## src/rtl/uart_rx_deframer.sv

```systemverilog
// UART receive deframer: oversampled start/data/parity/stop recovery with a
// single-entry ready/valid output register, error flags and a sticky overrun.
module uart_rx_deframer #(
  parameter int DATA_BITS   = 8,
  parameter int PARITY_MODE = 0,
  parameter int STOP_BITS   = 1,
  parameter int OVERSAMPLE  = 16
) (
  input  logic                 clk,
  input  logic                 rst,
  input  logic                 baud_tick,
  input  logic                 rxin,
  input  logic                 rdy,
  output logic [DATA_BITS-1:0] dout,
  output logic                 dvalid,
  output logic                 parity_err,
  output logic                 frame_err,
  output logic                 overrun,
  output logic                 busy
);

  typedef enum logic [2:0] {
    IDLE   = 3'd0,
    START  = 3'd1,
    DATA   = 3'd2,
    PARITY = 3'd3,
    STOP   = 3'd4
  } state_t;

  // Tick thresholds: the start bit is verified half a bit in, every later
  // sample lands one full bit period after the previous one.
  localparam logic [4:0] HALF_LAST = 5'(OVERSAMPLE / 2 - 1);
  localparam logic [4:0] FULL_LAST = 5'(OVERSAMPLE - 1);
  localparam logic [3:0] DATA_LAST = 4'(DATA_BITS - 1);
  localparam logic [3:0] STOP_LAST = 4'(STOP_BITS - 1);
  localparam logic [1:0] PMODE     = 2'(PARITY_MODE);

  // Parity check: the received parity bit together with the data must have
  // an even (mode 1) or odd (mode 2) number of ones.
  function automatic logic calc_parity_err(input logic [DATA_BITS-1:0] data,
                                           input logic                 sample);
    logic ones_odd;
    ones_odd = (^data) ^ sample;
    case (PMODE)
      2'd1:    return ones_odd;
      2'd2:    return ~ones_odd;
      default: return 1'b0;
    endcase
  endfunction

  state_t                 state_q, state_d;
  logic [4:0]             tick_cnt_q, tick_cnt_d;
  logic [3:0]             bit_cnt_q, bit_cnt_d;
  logic [DATA_BITS-1:0]   shift_q, shift_d;
  logic                   armed_q, armed_d;
  logic                   perr_q, perr_d;
  logic                   ferr_q, ferr_d;
  logic                   comp_s;

  logic [DATA_BITS-1:0]   dout_q, dout_d;
  logic                   dvalid_q, dvalid_d;
  logic                   parity_err_q, parity_err_d;
  logic                   frame_err_q, frame_err_d;
  logic                   overrun_q, overrun_d;
  logic                   busy_q, busy_d;

  // Frame FSM next state: everything advances only on baud_tick.
  always_comb begin
    state_d    = state_q;
    tick_cnt_d = tick_cnt_q;
    bit_cnt_d  = bit_cnt_q;
    shift_d    = shift_q;
    armed_d    = armed_q;
    perr_d     = perr_q;
    ferr_d     = ferr_q;
    comp_s     = 1'b0;
    if (baud_tick) begin
      case (state_q)
        IDLE: begin
          if (rxin) begin
            armed_d = 1'b1;
          end else if (armed_q) begin
            // Falling edge after the line was seen idle: begin a frame with
            // a clean shift register and clean error accumulators.
            state_d    = START;
            armed_d    = 1'b0;
            tick_cnt_d = 5'd0;
            bit_cnt_d  = 4'd0;
            shift_d    = '0;
            perr_d     = 1'b0;
            ferr_d     = 1'b0;
          end else begin
            armed_d = armed_q;
          end
        end
        START: begin
          if (tick_cnt_q == HALF_LAST) begin
            tick_cnt_d = 5'd0;
            if (rxin) begin
              state_d = IDLE;  // glitch, not a real start bit
            end else begin
              state_d   = DATA;
              bit_cnt_d = 4'd0;
            end
          end else begin
            tick_cnt_d = tick_cnt_q + 5'd1;
          end
        end
        DATA: begin
          if (tick_cnt_q == FULL_LAST) begin
            tick_cnt_d = 5'd0;
            shift_d    = {rxin, shift_q[DATA_BITS-1:1]};
            if (bit_cnt_q == DATA_LAST) begin
              bit_cnt_d = 4'd0;
              state_d   = (PMODE != 2'd0) ? PARITY : STOP;
            end else begin
              bit_cnt_d = bit_cnt_q + 4'd1;
            end
          end else begin
            tick_cnt_d = tick_cnt_q + 5'd1;
          end
        end
        PARITY: begin
          if (tick_cnt_q == FULL_LAST) begin
            tick_cnt_d = 5'd0;
            perr_d     = calc_parity_err(shift_q, rxin);
            bit_cnt_d  = 4'd0;
            state_d    = STOP;
          end else begin
            tick_cnt_d = tick_cnt_q + 5'd1;
          end
        end
        STOP: begin
          if (tick_cnt_q == FULL_LAST) begin
            tick_cnt_d = 5'd0;
            ferr_d     = ferr_q | ~rxin;
            if (bit_cnt_q == STOP_LAST) begin
              bit_cnt_d = 4'd0;
              state_d   = IDLE;
              comp_s    = 1'b1;
            end else begin
              bit_cnt_d = bit_cnt_q + 4'd1;
            end
          end else begin
            tick_cnt_d = tick_cnt_q + 5'd1;
          end
        end
        default: begin
          state_d = IDLE;
        end
      endcase
    end else begin
      state_d = state_q;
    end
  end

  // Output register next state: deliver, drop-with-overrun, or handshake.
  always_comb begin
    dout_d       = dout_q;
    dvalid_d     = dvalid_q;
    parity_err_d = parity_err_q;
    frame_err_d  = frame_err_q;
    overrun_d    = overrun_q;
    busy_d       = (state_d != IDLE);
    if (comp_s) begin
      if (!dvalid_q || rdy) begin
        dout_d       = shift_q;
        parity_err_d = perr_q;
        frame_err_d  = ferr_d;  // includes the stop sample taken this tick
        dvalid_d     = 1'b1;
        // A load that replaces a pending word is also a handshake.
        overrun_d    = dvalid_q ? 1'b0 : overrun_q;
      end else begin
        overrun_d = 1'b1;
      end
    end else if (dvalid_q && rdy) begin
      dvalid_d  = 1'b0;
      overrun_d = 1'b0;
    end else begin
      dvalid_d = dvalid_q;
    end
  end

  // State and output registers with synchronous active-low reset.
  always_ff @(posedge clk) begin
    if (!rst) begin
      state_q      <= IDLE;
      tick_cnt_q   <= 5'd0;
      bit_cnt_q    <= 4'd0;
      shift_q      <= '0;
      armed_q      <= 1'b0;
      perr_q       <= 1'b0;
      ferr_q       <= 1'b0;
      dout_q       <= '0;
      dvalid_q     <= 1'b0;
      parity_err_q <= 1'b0;
      frame_err_q  <= 1'b0;
      overrun_q    <= 1'b0;
      busy_q       <= 1'b0;
    end else begin
      state_q      <= state_d;
      tick_cnt_q   <= tick_cnt_d;
      bit_cnt_q    <= bit_cnt_d;
      shift_q      <= shift_d;
      armed_q      <= armed_d;
      perr_q       <= perr_d;
      ferr_q       <= ferr_d;
      dout_q       <= dout_d;
      dvalid_q     <= dvalid_d;
      parity_err_q <= parity_err_d;
      frame_err_q  <= frame_err_d;
      overrun_q    <= overrun_d;
      busy_q       <= busy_d;
    end
  end

  assign dout       = dout_q;
  assign dvalid     = dvalid_q;
  assign parity_err = parity_err_q;
  assign frame_err  = frame_err_q;
  assign overrun    = overrun_q;
  assign busy       = busy_q;

endmodule
```

## config.mk

```make
export PLATFORM = sky130hd
export DESIGN_NAME = uart_rx_deframer
export DESIGN_NICKNAME = d
export VERILOG_FILES = /design/src/rtl/uart_rx_deframer.sv
export SDC_FILE = /design/constraint.sdc
export NUM_CORES = 1
export LEC_CHECK = 0
export ABC_AREA = 1
export BUFFER_PORTS_ARGS = -buffer_cell sky130_fd_sc_hd__buf_2
export CAP_MARGIN = 40
export CORE_ASPECT_RATIO = 1.1
export CORE_MARGIN = 5
export CORE_UTILIZATION = 50
export CTS_BUF_LIST = sky130_fd_sc_hd__clkbuf_4 sky130_fd_sc_hd__clkbuf_8
export CTS_CLUSTER_DIAMETER = 100
export CTS_CLUSTER_SIZE = 8
export DETAILED_ROUTE_END_ITERATION = 8
export PLACE_DENSITY_LB_ADDON = 0.12
export SETUP_SLACK_MARGIN = 0.05
export SYNTH_ARGS = -nofsm -noshare
export SYNTH_HDL_FRONTEND = slang
export SYNTH_SLANG_ARGS = --single-unit
```

## constraint.sdc

```tcl
create_clock -name clk -period 2.4 [get_ports clk]
set_input_delay 0.24 -clock clk [delete_from_list [all_inputs] [get_ports clk]]
set_output_delay 0.24 -clock clk [all_outputs]
set_load 0.02 [all_outputs]
```

; ---- Yosys cells after proc, flatten, opt, wreduce, memory -nomap -nowiden
; Index checks and enable logic that the tools add are counted.
; W data, S select, Z words.
[totals]
output_inout_bits = 13
register_bits = 36
[op_classes]
n_reduce_logical = 20
eq_ne = 16
muxes = 50
addsub = 2
bitwise_logic = 2
[op_table]
columns = op, n
row1 = $mux W4, 9
row2 = $mux W3, 9
row3 = $mux W8, 3
row4 = $mux W5, 4
row5 = $pmux W4 S5, 1
row6 = $mux W1, 18
row7 = $pmux W8 S2, 1
row8 = $pmux W3 S5, 1
row9 = $pmux W5 S3, 1
row10 = $ne A2 B2 Y1 const B, 7
row11 = $reduce_and A5 Y1, 2
row12 = $reduce_and A9 Y1, 1
row13 = $reduce_and A2 Y1, 4
row14 = $eq A3 B2 Y1 const B, 2
row15 = $reduce_bool A2 Y1, 3
row16 = $reduce_bool A3 Y1, 2
row17 = $add A5 B1 Y5 const B, 1
row18 = $eq A5 B3 Y1 const B, 1
row19 = $eq A5 B4 Y1 const B, 1
row20 = $reduce_bool A5 Y1, 1
row21 = $add A4 B1 Y4 const B, 1
row22 = $eq A4 B3 Y1 const B, 1
row23 = $logic_not A4 Y1, 1
row24 = $pmux W1 S2, 2
row25 = 13 further kinds, 13

; ---- Logic depth before layout (Yosys ltp)
[logic_depth]
depth_word = 7
ltp_mapped = 11
mapped_depth_nobuf = 11

; ---- Least setup slack after synthesis
; Ideal clock, no wire load.
[synth_path]
path_type = register to register
from = register tick_cnt_q[0]
to = register dout_q[2], in the netlist dout[2]
stages_incl_launch_ff = 11
required_ns = 2.329
n_path_buf = 0
arrival_ns = 1.637
slack_ns = 0.691
setup_time_ns = 0.071
path_cell_list = dfxtp_1 > ha_1 > nand2_1 > nor2_1 > ha_1 > inv_1 > nor3_4 > nand3_4 > clkinv_2 > nand2_1 > a21oi_1
[synth_via]
elab_chain_cells = 5
[synth_lines]
columns = item, line_no
row1 = from (decl), 52  ; logic [4:0] tick_cnt_q, tick_cnt_d;
row2 = from (signal assigned), 202  ; tick_cnt_q <= tick_cnt_d;
row3 = $eq A5 B4 Y1, 134  ; if (tick_cnt_q == FULL_LAST) begin
row4 = $mux W1, 134
row5 = $mux W1, 78  ; case (state_q)
row6 = $mux W1, 77  ; if (baud_tick) begin
row7 = $reduce_and A2 Y1 (no line), --
row8 = to (signal assigned), 208  ; dout_q <= dout_d;
row9 = to (decl), 60  ; logic [DATA_BITS-1:0] dout_q, dout_d;
; No other way between the ends.
; A chain may end at the register's enable or synchronous reset.

; ---- Worst setup path in the final report
[layout_path]
from = register tick_cnt_q[0]
to = register dout_q[7], in the netlist dout[7]
; The elaborated chain is that of the path after synthesis.

==> flow_summary.yaml <==
clock_network:
  clkSlewWorstSetupHoldPaths_ns: 0.10
  cts_tree: "yes"
  htreeDepth: 2
  cts_max_path_buffers: 2
  cts_buffers: 5
  clock_latency_ns: 0.34
  cts-root-buf: "clkbuf_4"
  cts_hold_buf: 0
  cts_setup_buffers: 0
  cts_sinks: 34
  cts-resized-gates: 0
floorplan:
  fp.dieW_um: 66.2
  num_rows: 22
  die_h_um: 71.8
  core_mm2: 0.00336
  die_area_mm2: 0.00476
  start_util_pct: 51.8
  ios: 18
sta:
  period_share_pct: 81.3
  fin_setup_tns_ns: 0
  period_needed_ns: 1.95
  max-slew-margin-rel_pct: 48.7
  rsz0062_at_grt: "false"
  tightestPinTransition_ns: 0.768
  clock_skew_ns: 0.00641
  setup_viol: 0
  drv_slew: 0
  max_freq_ghz: 0.513
  final-hold-violation-count: 0
drt:
  firstDrtPassIters: 4
  dr_total_vias: 1563
  wl_per_cell_um: 11.4
  routed_wl_mm: 3.61
  drc: 0
  viasPerCell: 4.92
  drtAntennaViolNets: 0
  dr.first_iter.drc_count: 95
placed_design:
  place_hpwl_mm: 2.67
  place_congestion: 0.905
  port_buffers: 16
  place_area_mm2: 0.00185
  placedCellCount: 311
pwr:
  power_density_mw_per_mm2: 498
  peakVddDrop_mv: 0.257
  p_leak_nw: 0.828
finish:
  final_nets: 281
  post-route-cell-area_mm2: 0.00190
  final_cells: 318
  final_layout_size_suffix_gt1_share_pct: 15.2
  syn2layout_area_growth_pct: 9.07
  antenna_cells: 0
logic_synthesis:
  syn_nets: 263
  ys_seq_elements: 34
  synth_edf_count: 0
  syn_area_per_cell_um2: 6.90
  synth_top_area_share_pct: 39.2
  yosysMostFrequentCell: "nand2_1"
  synth_cell_type_count: 28
  synthArstFlopShare_pct: 0
  yosysTopAreaCell: "dfxtp_1"
  synth_area_leaders: "dfxtp_1 (39%), nand2_1 (16%), a21oi_1 (7.2%)"
  yosysSeqAreaShare_pct: 39.2
  synth_common_cells: "nand2_1 (76), dfxtp_1 (34), inv_1 (26), a21oi_1 (25), nor2_1 (24)"
  syn-cell-area_mm2: 0.00174
  dominantRegCellSynth: "dfxtp_1"
  netlist_instances: 252
  ys_warn_count: 0
flow_run:
  drv_cap: 0
critical_path:
  cp.required_ns: 2.66
  start_kind: "flop"
  end_kind: "flop"
  cp_max_fo: 10
  path_class: "reg2reg"
  worstPathArrival_ns: 2.21
grt:
  grt_pass1_vias: 1421
  grt_usage_pct: 17.0
  grt_pass1_wl_mm: 6.28
  grt_remaining_overflow: 0
  antenna_found_initial: 0
  grt_max_degree: 24
run_status:
  outcome: "finished clean"
worst_hold_path:
  hold_class: "in2reg"
cells by family (layout without fill, tap and decap cells):
group | after synthesis | after routing | share of synthesized area [%]
compound gates | 36 | 36 | 11.1
simple gates | 139 | 139 | 36.1
fa+ha+maj | 6 | 6 | 4.32
buf+inv | 34 | 52 | 8.06
other cells | 1 | 1 | 0.216
xor+xnor | 2 | 2 | 1.01
flops | 34 | 34 | 39.2
layout make-up:
class / count / area, µm²
inverters: 29 / 110
fillers: 354 / 1460
repair buffers: 16 / 80.1
clock buffers: 5 / 37.5
well taps: 48 / 60.1
flip-flops and latches: 34 / 681
multi-input cells: 184 / 917
clock inverters: 2 / 10.0
through the flow:
step | power (W) | util (%) | worst slack, ns | hold WS, ns
final | 0.000944 | 56.4 | 0.450 | 0.181
after global routing | 0.000995 | 56.4 | 0.215 | 0.192
after CTS | 0.000956 | 56.4 | 0.427 | 0.180
after detailed placement | 0.000662 | 55.0 | 0.456 | 0.450
after global placement | 0.000663 | 55.0 | 0.552 | 0.447
after floorplan | 0.000646 | - | 0.691 | 0.400
worst paths after layout:
check                              startpoint  cells past startpoint  slack (ns)       to
worst min register to register        dout[3]                      2        0.47  dout[3]
worst min-delay path                      rdy                      3        0.18  overrun
worst max-delay path            tick_cnt_q[0]                     10        0.45  dout[7]
worst max register to register  tick_cnt_q[0]                     10        0.45  dout[7]
registers in the layout (all words and copies together), names as in the netlist:
| register | flops |
|---|---|
| shift_q | 8 |
| overrun | 1 |
| dout | 8 |
| busy | 1 |
| frame_err | 1 |
| dvalid | 1 |
| bit_cnt_q | 4 |
| armed_q | 1 |
| ferr_q | 1 |
| state_q | 3 |
| tick_cnt_q | 5 |
critical path: stages, from the launching register on:
cell and delay [ns]:
dfxtp_1 0.36, ha_1 0.19, nand2_1 0.09, nor2_1 0.18, ha_1 0.22, inv_1 0.09
nor3_4 0.24, nand3_4 0.16, clkinv_2 0.15, nand2_1 0.08, a21oi_1 0.12
power by group:
group          leakage (nW)  switching, W   total, W  internal (W)
logic                 0.523     0.0000529  0.0000735     0.0000206
clock network        0.0308      0.000189   0.000295      0.000105
registers             0.274    0.00000631   0.000576      0.000570
placed cells by master, fill, tap and decap left out, types with 3 or more instances in the layout:
master	netlist	layout
inv_1	26	26
nand2_2	5	5
dfxtp_1	34	34
clkbuf_4	0	5
nand3_1	22	22
nor2_1	24	24
a21oi_1	25	25
clkinv_2	1	3
ha_1	6	6
buf_2	0	16
nand2_1	76	76
o21ai_0	6	6
per-layer routing:
| metal | global-route usage (%) | part of all wire (%) | vias up |
|---|---|---|---|
| li1 | - | - | 834 |
| met1 | 22.9 | 52 | 698 |
| met2 | 25.7 | 42 | 22 |
| met3 | 5.17 | 3.5 | 9 |
| met4 | 6.09 | 1.9 | 0 |
| met5 | 0 | 0 | - |
(Power assumes the default switching activity.)
